===== src/rtl/muldiv_pkg.sv =====
// muldiv_pkg: shared constants and types for the
// multi-cycle MUL/DIV sequencer.
package muldiv_pkg;

  localparam logic [3:0] ALUCTL_MUL = 4'b1000;
  localparam logic [3:0] ALUCTL_DIV = 4'b1001;

  typedef enum logic [1:0] {
    IDLE,
    RUN,
    FIX,
    DONE
  } state_t;

  typedef enum logic {
    OP_MUL,
    OP_DIV
  } op_t;

endpackage


===== src/rtl/muldiv_core.sv =====
// muldiv_core: shift-add multiply and restoring
// divide datapath, one iteration per step.
module muldiv_core
  import muldiv_pkg::*;
#(
  parameter int XLEN = 32
) (
  input  logic            clk,
  input  logic            reset_n,
  input  logic            load,
  input  logic            step,
  input  op_t             op,
  input  logic [XLEN-1:0] a_in,
  input  logic [XLEN-1:0] b_in,
  output logic [XLEN-1:0] prod,
  output logic [XLEN-1:0] quo
);

  logic [XLEN-1:0] acc;
  logic [XLEN-1:0] opa;
  logic [XLEN-1:0] opb;
  logic [XLEN:0]   rem;
  logic [XLEN:0]   rem_sh;
  logic [XLEN:0]   dvs;
  logic            ge;

  // opa doubles as dividend shifter and quotient collector
  always_comb begin
    rem_sh = {rem[XLEN-1:0], opa[XLEN-1]};
    dvs    = {1'b0, opb};
    ge     = rem_sh >= dvs;
  end

  // operand load and per-step iteration
  always_ff @(posedge clk or negedge reset_n) begin
    if (!reset_n) begin
      acc <= '0;
      opa <= '0;
      opb <= '0;
      rem <= '0;
    end else if (load) begin
      acc <= '0;
      opa <= a_in;
      opb <= b_in;
      rem <= '0;
    end else if (step) begin
      if (op == OP_MUL) begin
        if (opb[0]) acc <= acc + opa;
        opa <= opa << 1;
        opb <= opb >> 1;
      end else if (ge) begin
        rem <= rem_sh - dvs;
        opa <= {opa[XLEN-2:0], 1'b1};
      end else begin
        rem <= rem_sh;
        opa <= {opa[XLEN-2:0], 1'b0};
      end
    end
  end

  assign prod = acc;
  assign quo  = opa;

endmodule


===== src/rtl/muldiv_seq.sv =====
// muldiv_seq: FSM, iteration counter and result
// handshake around the muldiv_core datapath.
module muldiv_seq
  import muldiv_pkg::*;
#(
  parameter int XLEN = 32
) (
  input  logic            clk,
  input  logic            reset_n,
  input  logic            start,
  input  logic [3:0]      alu_ctrl,
  input  logic [XLEN-1:0] src_a,
  input  logic [XLEN-1:0] src_b,
  input  logic            flush,
  output logic            busy,
  output logic            valid,
  output logic [XLEN-1:0] result
);

  localparam int CW = $clog2(XLEN);
  localparam logic [CW-1:0] LAST = CW'(XLEN - 1);

  state_t          state;
  state_t          next;
  op_t             op_q;
  logic            sign_q;
  logic [CW-1:0]   count;
  logic            legal;
  logic            is_div;
  logic            dz;
  logic            accept;
  logic            load;
  logic            step;
  logic [XLEN-1:0] a_ld;
  logic [XLEN-1:0] b_ld;
  logic [XLEN-1:0] prod;
  logic [XLEN-1:0] quo;

  // request decode and operand magnitude for DIV
  always_comb begin
    is_div = 1'b0;
    legal  = 1'b0;
    unique case (1'b1)
      alu_ctrl == ALUCTL_MUL: legal = 1'b1;
      alu_ctrl == ALUCTL_DIV: begin
        legal  = 1'b1;
        is_div = 1'b1;
      end
      default: ;
    endcase
    dz     = is_div && (src_b == '0);
    accept = (state == IDLE) && start && legal && !flush;
    a_ld   = (is_div && src_a[XLEN-1]) ? -src_a : src_a;
    b_ld   = (is_div && src_b[XLEN-1]) ? -src_b : src_b;
    busy   = (state == RUN) || (state == FIX) ||
             ((state == IDLE) && start && legal);
  end

  // next state and datapath controls
  always_comb begin
    next = state;
    load = 1'b0;
    step = 1'b0;
    unique case (state)
      IDLE: if (accept) begin
        load = 1'b1;
        next = dz ? DONE : RUN;
      end
      RUN: begin
        step = 1'b1;
        if (count == LAST) next = FIX;
      end
      FIX:  next = DONE;
      DONE: next = IDLE;
      default: next = IDLE;
    endcase
    if (flush) begin
      next = IDLE;
      step = 1'b0;
    end
  end

  // state, counter, op latch and registered outputs
  always_ff @(posedge clk or negedge reset_n) begin
    if (!reset_n) begin
      state  <= IDLE;
      op_q   <= OP_MUL;
      sign_q <= 1'b0;
      count  <= '0;
      valid  <= 1'b0;
      result <= '0;
    end else begin
      state <= next;
      valid <= (next == DONE);
      if (load) begin
        op_q   <= is_div ? OP_DIV : OP_MUL;
        sign_q <= is_div && (src_a[XLEN-1] ^ src_b[XLEN-1]);
        count  <= '0;
        if (dz) result <= '1;
      end else if (step) begin
        count <= count + 1'b1;
      end
      if (state == FIX && !flush) begin
        if (op_q == OP_MUL) result <= prod;
        else result <= sign_q ? -quo : quo;
      end
    end
  end

  muldiv_core #(.XLEN(XLEN)) u_core (
    .clk     (clk),
    .reset_n (reset_n),
    .load    (load),
    .step    (step),
    .op      (op_q),
    .a_in    (a_ld),
    .b_in    (b_ld),
    .prod    (prod),
    .quo     (quo)
  );

endmodule


===== config.mk =====
export PLATFORM = sky130hd
export DESIGN_NAME = muldiv_seq
export DESIGN_NICKNAME = d
export VERILOG_FILES = /design/src/rtl/muldiv_pkg.sv /design/src/rtl/muldiv_core.sv /design/src/rtl/muldiv_seq.sv
export SDC_FILE = /design/constraint.sdc
export NUM_CORES = 1
export LEC_CHECK = 0
export CAP_MARGIN = 20
export CORE_MARGIN = 10
export CORE_UTILIZATION = 60
export CTS_CLUSTER_SIZE = 10
export DETAILED_ROUTE_END_ITERATION = 8
export PLACE_DENSITY = 0.82
export SLEW_MARGIN = 20
export SYNTH_ARGS = -nofsm -noshare
export SYNTH_HDL_FRONTEND = slang
export SYNTH_HIERARCHICAL = 1
export SYNTH_SLANG_ARGS = --single-unit
export TNS_END_PERCENT = 20

===== constraint.sdc =====
create_clock -name clk -period 3.1 [get_ports clk]
set_input_delay 0.62 -clock clk [delete_from_list [all_inputs] [get_ports clk]]
set_output_delay 0.62 -clock clk [all_outputs]
set_load 0.02 [all_outputs]

Yosys cells after proc, flatten, opt, wreduce, memory -nomap -nowiden

Index checks and enable logic that the tools add are counted.

Bits in registers: 170
Bits of input ports: 72
Word-level logic and storage cells: 85

Add/sub/neg operators: 6
$lt $le $gt $ge: 1
Eq/ne operators: 8
Muxes and demuxes: 36
Bitwise gates (word level): 1
Reduce and logical (&&, ||, !) cells: 23

Operators with widths:

| cell                | count |
|---|---|
| $mux 32             | 20 |
| $neg 32->32         | 3 |
| $ge 33x32->1        | 1 |
| $add 32x32->32      | 1 |
| $logic_not 32->1    | 1 |
| $sub 32x32->32      | 1 |
| $mux 5              | 2 |
| $reduce_bool 2->1   | 5 |
| $mux 1              | 9 |
| $eq 4x4->1 const B  | 2 |
| $logic_and 1x1->1   | 8 |
| $mux 2              | 4 |
| $pmux 2 s4          | 1 |
| $eq 2x2->1 const B  | 3 |
| $reduce_and 2->1    | 3 |
| $add 5x1->5 const B | 1 |
| $eq 5x5->1 const B  | 1 |
| $reduce_and 3->1    | 1 |
| $eq 2x1->1 const B  | 1 |
| $logic_not 2->1     | 1 |
| $logic_or 1x1->1    | 2 |
| $ne 2x1->1 const B  | 1 |
| $reduce_or 2->1     | 1 |
| $logic_not 1->1     | 1 |
| $xor 1x1->1         | 1 |

Longest topological paths before layout

Depth after elaboration: 9
Mapped depth: 14
Mapped depth without buffers: 12

Cells and area by module

The synthesis kept the hierarchy.

By module, submodules not included:

| module      | times used | cells an instance | area an instance (um^2) | seq. area each (um^2) |
|---|---|---|---|---|
| muldiv_core | 1          | 1,071             | 9,011.1                 | 3,203.1 |
| muldiv_seq  | 1          | 515               | 4,120.2                 | 1,051.0 |

Worst setup path before layout

Ideal clock, no wire load.

Path kind: register -> register
From: register u_core.opa[0], in the netlist u_core/quo[0]
To: register u_core.acc[30], in the netlist u_core/prod[30]
Library setup time: 0.104 ns
Arrival time: 2.690 ns
Data required time: 2.996 ns
Slack: 0.306 ns
Cell stages (with the launch flop): 11
Cell sequence: dfrtp_1 -> ha_1 -> fa_1 -> a21oi_1 -> o21ai_1 -> a21oi_1 -> o21ai_1 -> o311a_1 -> a311oi_2 -> o21ai_1 -> o311ai_1

Cells in the longest elaborated chain, start to end: 5

RTL lines:

| item                     | line              | RTL |
|---|---|---|
| start: declaration       | muldiv_core.sv:20 | `logic [XLEN-1:0] opa;` |
| start signal: assignment | muldiv_core.sv:43 | `opa <= a_in;` |
| start signal: assignment | muldiv_core.sv:49 | `opa <= opa << 1;` |
| start signal: assignment | muldiv_core.sv:53 | `opa <= {opa[XLEN-2:0], 1'b1};` |
| $add 32x32->32           | muldiv_core.sv:48 | `if (opb[0]) acc <= acc + opa;` |
| $mux 32                  | muldiv_core.sv:48 |  |
| $mux 32                  | muldiv_core.sv:47 | `if (op == OP_MUL) begin` |
| $mux 32                  | muldiv_core.sv:46 | `end else if (step) begin` |
| $mux 32                  | muldiv_core.sv:41 | `end else if (load) begin` |
| end signal: assignment   | muldiv_core.sv:48 |  |
| end: declaration         | muldiv_core.sv:19 | `logic [XLEN-1:0] acc;` |

No other way between the ends. The select of a mux whose other input is x is not followed.
A chain may end at the register's enable or synchronous reset.

Worst setup path in the final report

From: register u_core.acc[0], in the netlist u_core/prod[0]
To: register u_core.acc[30], in the netlist u_core/prod[30]

Cells in the longest elaborated chain, start to end: 5

RTL lines:

| item           | line |
|---|---|
| $add 32x32->32 | muldiv_core.sv:48 |
| $mux 32        | muldiv_core.sv:48 |
| $mux 32        | muldiv_core.sv:47 |
| $mux 32        | muldiv_core.sv:46 |
| $mux 32        | muldiv_core.sv:41 |

No other way between the ends. The select of a mux whose other input is x is not followed.

==> reports/qor.yml <==
run_status:
  status: "completed"
floorplan:
  num_rows: 54
  die_h_um: 168
  core_sq_mm: 0.0217
  io_pins: 106
  die_x_um: 168
  dieArea_sq_mm: 0.0282
  start_util_pct: 60.5
yosys:
  avgSynthCellArea_sq_um: 8.28
  ys_seq_elements: 170
  synth_ff_type: "dfrtp_1"
  synthAdderAreaFrac_pct: 7.17
  synth-edff-count: 0
  synthCells: 1586
  synth_top_family_by_area: "compound AO/OA/AOI/OAI gates"
  synthArstFlopShare_pct: 100
  synth_area_leaders: "dfrtp_1, ha_1, nand2_1"
  ys_seq_area_share_pct: 32.4
  yosys.area_share.simple_pct: 17.5
  synth_mux_area_share_pct: 4.77
  synth_nets: 1732
  synthXorXnorAreaFrac_pct: 9.20
  syn_area_sq_mm: 0.0131
  synth_warnings: 6
  synth_compound_area_share_pct: 24.4
  synth_largest_area_cell: "dfrtp_1"
  synthDistinctLibCells: 85
  synth_top_area_share_pct: 32.4
cts:
  clk_pin_slew_ns: 0.08
  cts_tree: "done"
  clk_path_buf_depth: 2
  h-tree-depth: 4
  cts_root_buffer: "clkbuf_16"
  cts.sinks: 170
  cts_buffers: 17
  clock_latency_ns: 0.44
sta:
  period_share_pct: 98.0
  fmax_ghz: 0.329
  worstMarginPinSlew_ns: 0.841
  skew_ns: 0.0153
  hold_viol: 0
  max-slew-margin-rel_pct: 44.0
  drv_slew: 0
  hold_slack_ns: 0.142
  setup_slack_ns: 0.0630
  setup_violations: 0
  rsz0062_at_grt: "yes"
  period_minus_slack_ns: 3.04
detailed_routing:
  routedWlPerCell_um: 19.1
  drt-initial-drc-count: 1387
  ant_nets: 0
  drt_pass1_iterations: 6
  via_per_inst: 6.20
  routed_wl_um: 38300
  vias: 12410
  drc: 0
cells_and_area:
  final_common_cell: "nand2_1"
  area_delta_synth_final_pct: 18.7
  drive_gt1_share_pct: 9.93
  fillers: 1660
  layout_common_cells: "nand2_1, dfrtp_1, a21oi_1, o21ai_0, nor2_1"
  stdcell_count: 2003
  design_area_sq_mm: 0.0156
  finalNetCount: 1855
worst_hold_path:
  worstHoldPathType: "in2async"
worst_setup_path:
  cp_slowest_cell: "fa_1"
  crit_type: "reg2reg"
  crit_path_frequent_cell: "o21ai_1"
  critPathMaxStageDelay_ns: 0.41
  crit_fanout: 3
  critPathCaptureType: "flip-flop"
  crit_required_ns: 3.42
  timing.critical_path.cells: "ha_1, fa_1, a21oi_2, o21ai_1, a21oi_1, o21ai_1, o311a_1, a311oi_4, o21ai_1, o311ai_1"
  cp_data_arrival_time_ns: 3.36
  start_kind: "flip-flop"
placement:
  hpwl_um: 28900
  placedCellCount: 1965
  post-place-ws_ns: -0.0645
  placed_area_sq_mm: 0.0149
  portBuffers: 105
  gp_congestion: 1.02
global_route:
  grt_usage_pct: 26.5
  grt_pass1_vias: 11868
  grt_overflow: 0
  grt_max_degree: 63
  grt_pass1_wl_um: 62200
  antenna_found_initial: 0
power:
  power.density_mw_per_mm2: 801
  ir_drop_v: 0.000609
  leakagePower_uw: 0.00661
  totalPowerFinal_uw: 12500
job:
  drv_cap: 0
## state kept, by name, summed over array words and instances, names as in the netlist
name         cells
op_q             1
u_core/opb      32
u_core/prod     32
valid            1
state            2
count            5
result          32
u_core/quo      32
sign_q           1
u_core/rem      32
## cell usage after synthesis, types with 4 or more instances
cell type	n
nor2_1	110
mux2i_1	60
nor4_1	10
a41oi_1	6
ha_1	72
nand3_1	24
a2bb2oi_1	5
o22ai_1	5
a211oi_1	12
nor3_1	27
nor2b_1	14
o2bb2a_1	4
xnor2_1	78
inv_1	61
o41ai_1	11
clkbuf_1	71
a31oi_1	7
and2_1	9
o221a_2	10
o211ai_1	13
or3_1	12
o21bai_1	9
o21ai_1	30
buf_2	10
o21a_1	16
or4_1	10
dfrtp_1	170
a21o_1	28
a21oi_1	144
nand4_1	20
nand2b_1	15
o31ai_1	25
nand2_1	210
o21ai_0	124
o22a_1	10
or2_2	4
and3_1	5
xor2_1	60
## metrics by stage
stage / setup TNS (ns) / util (%)
after CTS: 0 / 71.5
final: 0 / 71.9
after global placement: 0 / 68.9
after detailed placement: -0.791 / 68.9
after global routing: -0.107 / 71.9
after floorplan: 0 / -
## area by class of cell
type / count / area [sq um] / share of cell area [%]
timing repair buffer: 192 / 1830 / 11.7
inverter: 61 / 229 / 1.47
sequential: 170 / 4250 / 27.3
antenna: 1 / 2.50 / 0.0161
multi-input combinational: 1267 / 8360 / 53.6
tap: 280 / 350 / 2.25
clock inverter: 14 / 134 / 0.859
clock buffer: 18 / 429 / 2.75
## worst max-delay path, delay by kind of cell (launching register included)
| kind | cells | cell delay (ns) |
|---|---|---|
| compound gates | 8 | 1.88 |
| fa+ha+maj | 2 | 0.65 |
| flops | 1 | 0.39 |
## layer usage
| metal | track usage [%] | part of all wire (%) | up-vias |
|---|---|---|---|
| met2 | 42.4 | 46 | 518 |
| met4 | 9.80 | 3.3 | 0 |
| met5 | 0 | 0 | - |
| met3 | 4.54 | 6.5 | 96 |
| li1 | - | - | 5945 |
| met1 | 35.3 | 44 | 5851 |
## cells by family after synthesis
kind of cell,Yosys count
AO/OA/AOI/OAI,500
XOR/XNOR,138
adder cells (fa/ha/maj),74
buffers and inverters,149
flip-flops,170
multiplexers,62
AND/OR/NAND/NOR,493
## path summary, 6_finish.rpt
check	from	to	slack, ns	depth (start not counted)
max reg2reg	u_core/prod[0]$_DFFE_PN0P_	u_core/prod[30]$_DFFE_PN0P_	0.06	10
max	u_core/prod[0]$_DFFE_PN0P_	u_core/prod[30]$_DFFE_PN0P_	0.06	10
min reg2reg	u_core/rem[31]$_DFFE_PN0P_	u_core/rem[31]$_DFFE_PN0P_	0.49	2
min in group clk	u_core/rem[31]$_DFFE_PN0P_	u_core/rem[31]$_DFFE_PN0P_	0.49	2
min	reset_n	u_core/opb[22]$_DFFE_PN0P_	0.14	1
max in group asynchronous	reset_n	u_core/quo[8]$_DFFE_PN0P_	2.24	2
## power by group
| group | internal (uW) | switching, uW |
|---|---|---|
| sequential | 3000 | 784 |
| clock | 1060 | 1020 |
| combinational | 2850 | 3770 |
## repair_timing
action                                 4_1_cts  5_1_grt
gates resized for setup                      0        7
endpoints found under the hold margin        0        0
hold buffers                                 0        0
setup endpoints to repair                    0       31
buffers inserted                             0        5
Note: power is estimated with default switching activity, not from simulation.
